File: src/rtl/loop_filter_pi_gear.sv
// Fixed-point PI loop filter with acquisition/tracking gear sets and lock detection.
// Optional leaky integrator enabled by defining LF_LEAK_EN.
module loop_filter_pi_gear #(
    parameter int ERR_W     = 16,
    parameter int INT_W     = 32,
    parameter int OUT_W     = 24,
    parameter int KP_ACQ_SH = 4,
    parameter int KI_ACQ_SH = 10,
    parameter int KP_TRK_SH = 6,
    parameter int KI_TRK_SH = 14,
    parameter int LOCK_THR  = 512,
    parameter int LOCK_CNT  = 64,
    parameter int LEAK_SH   = 16
) (
    input  logic                    clk,
    input  logic                    reset_n,
    input  logic signed [ERR_W-1:0] err_i,
    input  logic                    err_valid_i,
    input  logic                    freeze_i,
    input  logic                    clear_i,
    output logic signed [OUT_W-1:0] ctrl_o,
    output logic                    ctrl_valid_o,
    output logic                    locked_o,
    output logic                    sat_o
);
    localparam logic [0:0] ST_ACQ = 1'b0;
    localparam logic [0:0] ST_TRK = 1'b1;
    localparam int CNT_W = $clog2(LOCK_CNT + 1);
    localparam int SH    = INT_W - ERR_W;
    localparam int DSH   = INT_W - OUT_W;

    localparam logic signed [INT_W-1:0] IMAX = {1'b0, {(INT_W-1){1'b1}}};
    localparam logic signed [INT_W-1:0] IMIN = {1'b1, {(INT_W-1){1'b0}}};
    localparam logic signed [OUT_W-1:0] OMAX = {1'b0, {(OUT_W-1){1'b1}}};
    localparam logic signed [OUT_W-1:0] OMIN = {1'b1, {(OUT_W-1){1'b0}}};
    localparam logic [ERR_W-1:0] EMIN = {1'b1, {(ERR_W-1){1'b0}}};
    localparam logic [ERR_W-1:0] EMAX = {1'b0, {(ERR_W-1){1'b1}}};
    localparam logic [ERR_W-1:0] THR  = ERR_W'(LOCK_THR);
    localparam logic [CNT_W-1:0] CNT_LAST = CNT_W'(LOCK_CNT - 1);

    logic [0:0]              state;
    logic [CNT_W-1:0]        cnt;
    logic signed [INT_W-1:0] integ;

    logic signed [INT_W-1:0] e, p, i_inc, integ_n;
    logic signed [INT_W+1:0] acc;
    logic signed [INT_W:0]   sum, sh;
    logic signed [OUT_W-1:0] ctrl_n;
    logic                    iclamp, oclamp, qual, hit;
    logic [ERR_W-1:0]        abs_err;
`ifdef LF_LEAK_EN
    logic signed [INT_W-1:0] leak;
`endif

    assign e = {err_i, {SH{1'b0}}};
    assign locked_o = (state == ST_TRK);

    always_comb begin
        p     = (state == ST_TRK) ? (e >>> KP_TRK_SH) : (e >>> KP_ACQ_SH);
        i_inc = (state == ST_TRK) ? (e >>> KI_TRK_SH) : (e >>> KI_ACQ_SH);
`ifdef LF_LEAK_EN
        leak  = integ >>> LEAK_SH;
        acc   = {{2{integ[INT_W-1]}}, integ} - {{2{leak[INT_W-1]}}, leak}
              + {{2{i_inc[INT_W-1]}}, i_inc};
`else
        acc   = {{2{integ[INT_W-1]}}, integ} + {{2{i_inc[INT_W-1]}}, i_inc};
`endif
        // Result fits INT_W only when the top three bits agree.
        iclamp = ~freeze_i & ~(&acc[INT_W+1:INT_W-1]) & (|acc[INT_W+1:INT_W-1]);
        if (freeze_i)
            integ_n = integ;
        else if (iclamp)
            integ_n = acc[INT_W+1] ? IMIN : IMAX;
        else
            integ_n = acc[INT_W-1:0];

        sum    = {integ_n[INT_W-1], integ_n} + {p[INT_W-1], p};
        sh     = sum >>> DSH;
        oclamp = ~(&sh[INT_W:OUT_W-1]) & (|sh[INT_W:OUT_W-1]);
        ctrl_n = oclamp ? (sh[INT_W] ? OMIN : OMAX) : sh[OUT_W-1:0];

        // Most-negative input maps to max positive so |err| never wraps.
        if (!err_i[ERR_W-1])
            abs_err = err_i;
        else if (err_i == EMIN)
            abs_err = EMAX;
        else
            abs_err = -err_i;
        qual = (abs_err <= THR);
        hit  = (state == ST_TRK) ? ~qual : qual;
    end

    always_ff @(posedge clk or negedge reset_n) begin
        if (!reset_n) begin
            state        <= ST_ACQ;
            cnt          <= '0;
            integ        <= '0;
            ctrl_o       <= '0;
            ctrl_valid_o <= 1'b0;
            sat_o        <= 1'b0;
        end else if (clear_i) begin
            state        <= ST_ACQ;
            cnt          <= '0;
            integ        <= '0;
            ctrl_o       <= '0;
            ctrl_valid_o <= 1'b0;
            sat_o        <= 1'b0;
        end else begin
            ctrl_valid_o <= err_valid_i;
            if (err_valid_i) begin
                integ  <= integ_n;
                ctrl_o <= ctrl_n;
                sat_o  <= iclamp | oclamp;
                if (!freeze_i) begin
                    if (!hit) begin
                        cnt <= '0;
                    end else if (cnt == CNT_LAST) begin
                        cnt   <= '0;
                        state <= ~state;
                    end else begin
                        cnt <= cnt + 1'b1;
                    end
                end
            end
        end
    end
endmodule

File: config.mk
export PLATFORM = sky130hd
export DESIGN_NAME = loop_filter_pi_gear
export DESIGN_NICKNAME = d
export VERILOG_FILES = /design/src/rtl/loop_filter_pi_gear.sv
export SDC_FILE = /design/constraint.sdc
export NUM_CORES = 1
export LEC_CHECK = 0
export BUFFER_PORTS_ARGS = -buffer_cell sky130_fd_sc_hd__buf_2
export CAP_MARGIN = 20
export CELL_PAD_IN_SITES_DETAIL_PLACEMENT = 1
export CELL_PAD_IN_SITES_GLOBAL_PLACEMENT = 1
export CORE_ASPECT_RATIO = 1.1
export CORE_MARGIN = 2
export CORE_UTILIZATION = 50
export DETAILED_ROUTE_END_ITERATION = 6
export PLACE_DENSITY_LB_ADDON = 0.1
export SETUP_SLACK_MARGIN = 0.1
export SYNTH_ARGS = -nofsm -noshare
export SYNTH_HDL_FRONTEND = slang
export SYNTH_SLANG_ARGS = --single-unit
File: constraint.sdc
create_clock -name clk -period 16.1 [get_ports clk]
set_input_delay 3.22 -clock clk [delete_from_list [all_inputs] [get_ports clk]]
set_output_delay 3.22 -clock clk [all_outputs]
set_load 0.02 [all_outputs]
### Yosys cells after proc, flatten, opt, wreduce, memory -nomap -nowiden

Cells that the tools add are included.

| storage, ports and cells | value |
|---|---|
| register bits | 66 |
| input port bits | 21 |
| logic and storage cells | 59 |
| output and inout port bits | 27 |

| cells by class | value |
|---|---|
| eq/ne operators | 3 |
| bitwise gates (word level) | 9 |
| reductions and logical operators | 9 |
| multiplexer cells | 27 |
| magnitude comparators | 1 |
| $add $sub $neg | 4 |

Operators with widths:

| cell | count |
|---|---|
| 32-bit 2-to-1 mux | 5 |
| 24-bit 2-to-1 mux | 4 |
| 7-bit 2-to-1 mux | 5 |
| 32-bit by 22-bit adder with 33-bit output | 1 |
| 32-bit by 28-bit adder with 33-bit output | 1 |
| 16-bit 2-to-1 mux | 2 |
| 27-bit 2-to-1 mux | 1 |
| 21-bit 2-to-1 mux | 1 |
| 16-bit == test, second input constant | 1 |
| 16-bit by 10-bit <= comparator with 1-bit output, second input constant | 1 |
| 16-bit negator | 1 |
| 1-bit 2-to-1 mux | 9 |
| 7-bit by 1-bit adder with 7-bit output, second input constant | 1 |
| 7-bit by 6-bit == test with 1-bit output, second input constant | 1 |
| 2-bit nonzero test | 3 |
| 1-bit inverter | 5 |
| 2-bit AND reduction | 2 |
| 4-bit AND reduction | 1 |
| 1-bit AND | 3 |
| 3-bit AND reduction | 1 |
| 3-bit OR reduction | 1 |
| 2-bit by 1-bit != test with 1-bit output, second input constant | 1 |
| 2-bit OR reduction | 1 |
| 1-bit bitwise OR | 1 |

### Logic depth before layout (Yosys ltp)

| logic depth | value |
|---|---|
| depth after elaboration | 15 |
| gate-level depth with buffers | 33 |
| mapped depth without buffers | 29 |

### Least setup slack after synthesis

Ideal clock, no wire load.

| path | value |
|---|---|
| path kind | input-to-reg |
| start | in err_i[1] |
| end | reg ctrl_o[9] |
| data required time | 15,976 ps |
| setup time | 124 ps |
| path buffers | 2 |
| stages | 30 |
| data arrival time | 8,387 ps |
| setup slack | 7,589 ps |
| cells stage by stage | buf_2 -> nand2_1 -> xnor2_1 -> ha_1 -> or3_4 -> o221ai_2 -> o211ai_2 -> a31oi_1 -> o21ai_0 -> a21oi_1 -> o21bai_1 -> a2111oi_1 -> nor3_1 -> xor2_1 -> o21ai_0 -> o21ai_0 -> ha_1 -> a21o_1 -> a21o_1 -> a21o_1 -> a21oi_1 -> nor2b_1 -> o21ai_0 -> nand3_1 -> a21oi_2 -> nor2_2 -> xnor2_2 -> buf_4 -> a2111oi_4 -> o21ai_2 |

| between the ends | value |
|---|---|
| longest elaborated chain between the ends | 15 |
| elaborated cells between the ends (all ways) | 20 |
| those cells by class | add/sub (2); mux (9); bitwise (5); reduce/logical (4) |

RTL lines:

| item | RTL line | source |
|---|---|---|
| start: declaration | 17 | `input logic signed [ERR_W-1:0] err_i,` |
| 21-bit 2-to-1 mux | 60 | `i_inc = (state == ST_TRK) ? (e >>> KI_TRK_SH) : (e >>> KI_ACQ_SH);` |
| 32-bit by 22-bit adder with 33-bit output | 66 | `acc = {{2{integ[INT_W-1]}}, integ} + {{2{i_inc[INT_W-1]}}, i_inc};` |
| 3-bit AND reduction | 69 | `iclamp = ~freeze_i & ~(&acc[INT_W+1:INT_W-1]) & (\|acc[INT_W+1:INT_W-1]);` |
| 1-bit inverter | 69 |  |
| 1-bit AND (2 in series) | 69 |  |
| 32-bit 2-to-1 mux | 72 | `else if (iclamp)` |
| 32-bit 2-to-1 mux | 70 | `if (freeze_i)` |
| 32-bit by 28-bit adder with 33-bit output (*) | 77 | `sum = {integ_n[INT_W-1], integ_n} + {p[INT_W-1], p};` |
| 2-bit AND reduction | 79 | `oclamp = ~(&sh[INT_W:OUT_W-1]) & (\|sh[INT_W:OUT_W-1]);` |
| 1-bit inverter | 79 |  |
| 1-bit AND | 79 |  |
| 24-bit 2-to-1 mux (*) | 80 | `ctrl_n = oclamp ? (sh[INT_W] ? OMIN : OMAX) : sh[OUT_W-1:0];` |
| 24-bit 2-to-1 mux (*) | 110 | `if (err_valid_i) begin` |
| 24-bit 2-to-1 mux (*) | 101 | `end else if (clear_i) begin` |
| end signal: assignment | 112 | `ctrl_o <= ctrl_n;` |
| end: declaration | 21 | `output logic signed [OUT_W-1:0] ctrl_o,` |

Mark *: on every way between the ends. The rest lies on a longest branch, timed or not. The select of a mux whose other input is x is not followed.
A chain may end at the register's enable or synchronous reset.

### Worst setup path in the final report

| path | value |
|---|---|
| start | in err_i[15] |
| end | reg sat_o |

| between the ends | value |
|---|---|
| longest elaborated chain between the ends | 15 |
| elaborated cells between the ends (all ways) | 19 |
| those cells by class | add/sub (2); mux (7); bitwise (6); reduce/logical (4) |

RTL lines:

| item | RTL line | source |
|---|---|---|
| 21-bit 2-to-1 mux | 60 |  |
| 32-bit by 22-bit adder with 33-bit output | 66 |  |
| 3-bit AND reduction | 69 |  |
| 1-bit inverter | 69 |  |
| 1-bit AND (2 in series) | 69 |  |
| 32-bit 2-to-1 mux | 72 |  |
| 32-bit 2-to-1 mux | 70 |  |
| 32-bit by 28-bit adder with 33-bit output | 77 |  |
| 2-bit AND reduction | 79 |  |
| 1-bit inverter | 79 |  |
| 1-bit AND | 79 |  |
| 1-bit bitwise OR (*) | 113 | `sat_o <= iclamp \| oclamp;` |
| 1-bit 2-to-1 mux (*) | 110 |  |
| 1-bit 2-to-1 mux (*) | 101 |  |
| end signal: assignment | 113 |  |
| end: declaration | 24 | `output logic sat_o` |

Marked as above.

==> metrics.txt <==
total power=797 uW; Fin. Hold Viols=0; Worst slew margin=27.3%; root buffer cell=clkbuf_16; TritonCTS clock tree=built; largest net degree at the start of global routing=65; WS Path Type=in2reg; register area share after synthesis=24.4%; Main synth FF type=dfrtp_1; Post-Syn Area per Cell=7.72 sq um; flop2flop setup slack=7790 ps; Final Skew=5.34 ps; P_leak=3.45 nW; Fillers=1,626; grt total ovfl=0; via/cell ratio=6.31; GRT met1 Usage=38.1%; Vias=6,575; hold_buf cts=0; Fin Hold WS=467 ps; HP Class=reg2reg; Nets=955; Distinct cells, synth=88; Post-CTS Setup Bufs=0; Setup-failing EPs final=0; Async SR Flop Fraction=100%; switching power=335 uW; Port Buffer Count=47; initial core utilization=51.8%; met3 Resource Use GR=3.75%; Max H-tree Level=3; status=finished, final reports clean; clock sink count=64; Max Fclk=97.8 MHz; sequential power share=24.6%; drt wl/cell=20.7 um; initial antenna violation count=0; die height=124 um; cell-internal power=462 uW; boundary pin count=48; startpoint types=primary input; number of buffers created by CTS=9; Post-route DRC=0; DPL Wire Length=16,400 um; Bufs on Longest Clock Path=2; post-layout util=56.6%; CP max FO=26; Worst Path Required=16,350 ps; Max VDD drop=0.0489 mV; Post-synth EDFFs=0; Pre-antenna DRT Iters=6; gr busiest metal=met2; post-layout min period=10,220 ps; GR Util met2=54.7%; antenna viol nets, final=0; vias in the first global route=6,819; worst setup margin=5880 ps; ratio of cells with drive above 1 in the final layout=12.3%; RSZ-0062 raised after global routing=no; Tot GR Track Use=31.1%; Final Max Tran Viols=0; Pwr Density=111 nW/um^2; Die X-Extent=113 um; DRT Wirelength=21,600 um; Comb power frac=48.4%; syn_nets=926; full die area=14,100 sq um; first-pass GRT wire length=35,000 um; Syn Inst Count=851; Clk network pwr share=27.0%; MaxCap Viol Count=0; Crit path arrival time=10,480 ps; Placement Setup Slack=5670 ps; Area Overhead vs Synth=9.41%; clock-pin slew on the worst setup and hold paths=50 ps; routability cong.=0.909; Crit. End Element=register; Clk Latency, worst-skew pair=350 ps; Sw Ratio=42.0%; initial DRC count=367; cell area after synthesis=6570 sq um; Rows=43; Worst-Margin Slew=1090 ps; Final Cycle Share=63.5%; synthesis-stage register bit count=64; core area=12,700 sq um; n_diodes=0; CTS-repair resized insts=0; Setup TNS=0 ps; Ys Warns=0
==> power groups by stage <==
stage,registers [mW],logic (mW),clock network [mW]
global route,0.199,0.421,0.224
global placement,0.198,0.365,0
CTS,0.196,0.382,0.218
finish,0.196,0.386,0.215
floorplan,0.215,0.265,0
detailed placement,0.199,0.377,0
==> critical path, cell delays in order <==
cell,delay (ps)
buf_2,480
nand2_1,210
o21ai_0,190
ha_1,370
a21o_1,200
a21o_1,180
o221ai_1,220
a21o_1,190
nand3_4,140
xnor2_4,540
and2_0,450
buf_4,280
o21ai_0,150
o21ai_0,370
ha_1,340
inv_1,150
o21bai_1,90
a221o_1,370
a21oi_1,240
o21ai_0,130
nor2_1,200
o31ai_4,140
a21oi_2,290
nor2_2,90
xnor2_2,790
nor2_1,140
a211oi_2,270
==> kinds of logic after synthesis <==
group / Yosys count / share of synthesized area [%]
compound gates: 267 / 27.9
xor+xnor: 45 / 6.40
fa+ha+maj: 55 / 10.5
buf+inv: 53 / 3.56
flops: 64 / 24.4
mux: 13 / 2.04
simple gates: 354 / 25.3
==> Yosys cell counts, types with 7 or more instances <==
master      n  area [sq um]
buf_2       7          35.0
nor2b_1    14          87.6
a21o_1     21           158
o21a_1      9          67.6
and3_1      9          56.3
a211oi_1   11          82.6
o21ai_2    13           114
o31ai_1     7          52.6
o21ai_0    72           360
nor2_1     86           323
ha_1       54           676
nand3_1    16          80.1
xor2_1     17           149
a31oi_1     7          43.8
inv_1      19          71.3
nand2_1   148           556
mux2i_1    12           120
clkbuf_1   19          71.3
o21ai_1    11          55.1
nor3_1     13          65.1
xnor2_1    26           228
nand2b_1   28           175
a21oi_1    56           280
dfrtp_1    64          1600
==> registers in the layout, summed over array words and instances, names as in the netlist <==
signal,flops
ctrl_valid_o,1
sat_o,1
ctrl_o,24
cnt,7
integ,30
locked_o,1
==> metrics by stage <==
stage	cell area [sq um]	instances
2_1_floorplan	6570	851
3_3_place_gp	6870	1026
3_5_place_dp	6870	1026
4_1_cts	7190	1042
5_1_grt	7190	1042
6_report	7190	1042
==> final cells by class <==
type | instances | area (sq um) | share of cell area [%]
clock buffer | 13 | 250 | 3.48
clock inverter | 3 | 65.1 | 0.905
inverter | 20 | 75.1 | 1.04
multi-input combinational | 734 | 4740 | 65.9
sequential | 64 | 1600 | 22.3
tap | 157 | 196 | 2.73
timing repair buffer | 51 | 265 | 3.69
==> final timing paths <==
path,start,cells past startpoint,end
worst max-delay path,err_i[15],27,sat_o$_DFFE_PN0P_
worst min-delay path,ctrl_o[23]$_DFFE_PN0P_,2,ctrl_o[23]$_DFFE_PN0P_
worst max register to register,locked_o$_DFFE_PN0P_,26,sat_o$_DFFE_PN0P_
worst min register to register,ctrl_o[23]$_DFFE_PN0P_,2,ctrl_o[23]$_DFFE_PN0P_
max in group asynchronous,reset_n,2,integ[30]$_DFFE_PN0P_
min in group asynchronous,reset_n,2,ctrl_o[20]$_DFFE_PN0P_
==> placed cells by master, fill, tap and decap left out, drive strengths merged, types with 4 or more instances in the layout <==
cell type	count
nor2	87
and2	6
mux2i	13
o21a	9
a21o	21
ha	54
or3	5
o31ai	8
xnor2	28
nand2	150
dfrtp	64
nand2b	28
buf	51
o211ai	5
inv	19
o21bai	7
a21boi	6
nand3	17
a21oi	59
o221ai	4
nor2b	14
nand4	7
clkbuf	13
o22ai	5
a211oi	12
and3	11
o21ai	96
a31oi	8
xor2	17
nor3	14
a22o	6
==> routing by layer <==
layer / vias to the layer above / share of wire, %
met3: 49 / 3.7
li1: 3107 / -
met4: 0 / 3.3
met1: 3243 / 43
met2: 176 / 50
met5: - / 0
No activity file was read; power rests on OpenSTA's default activity.
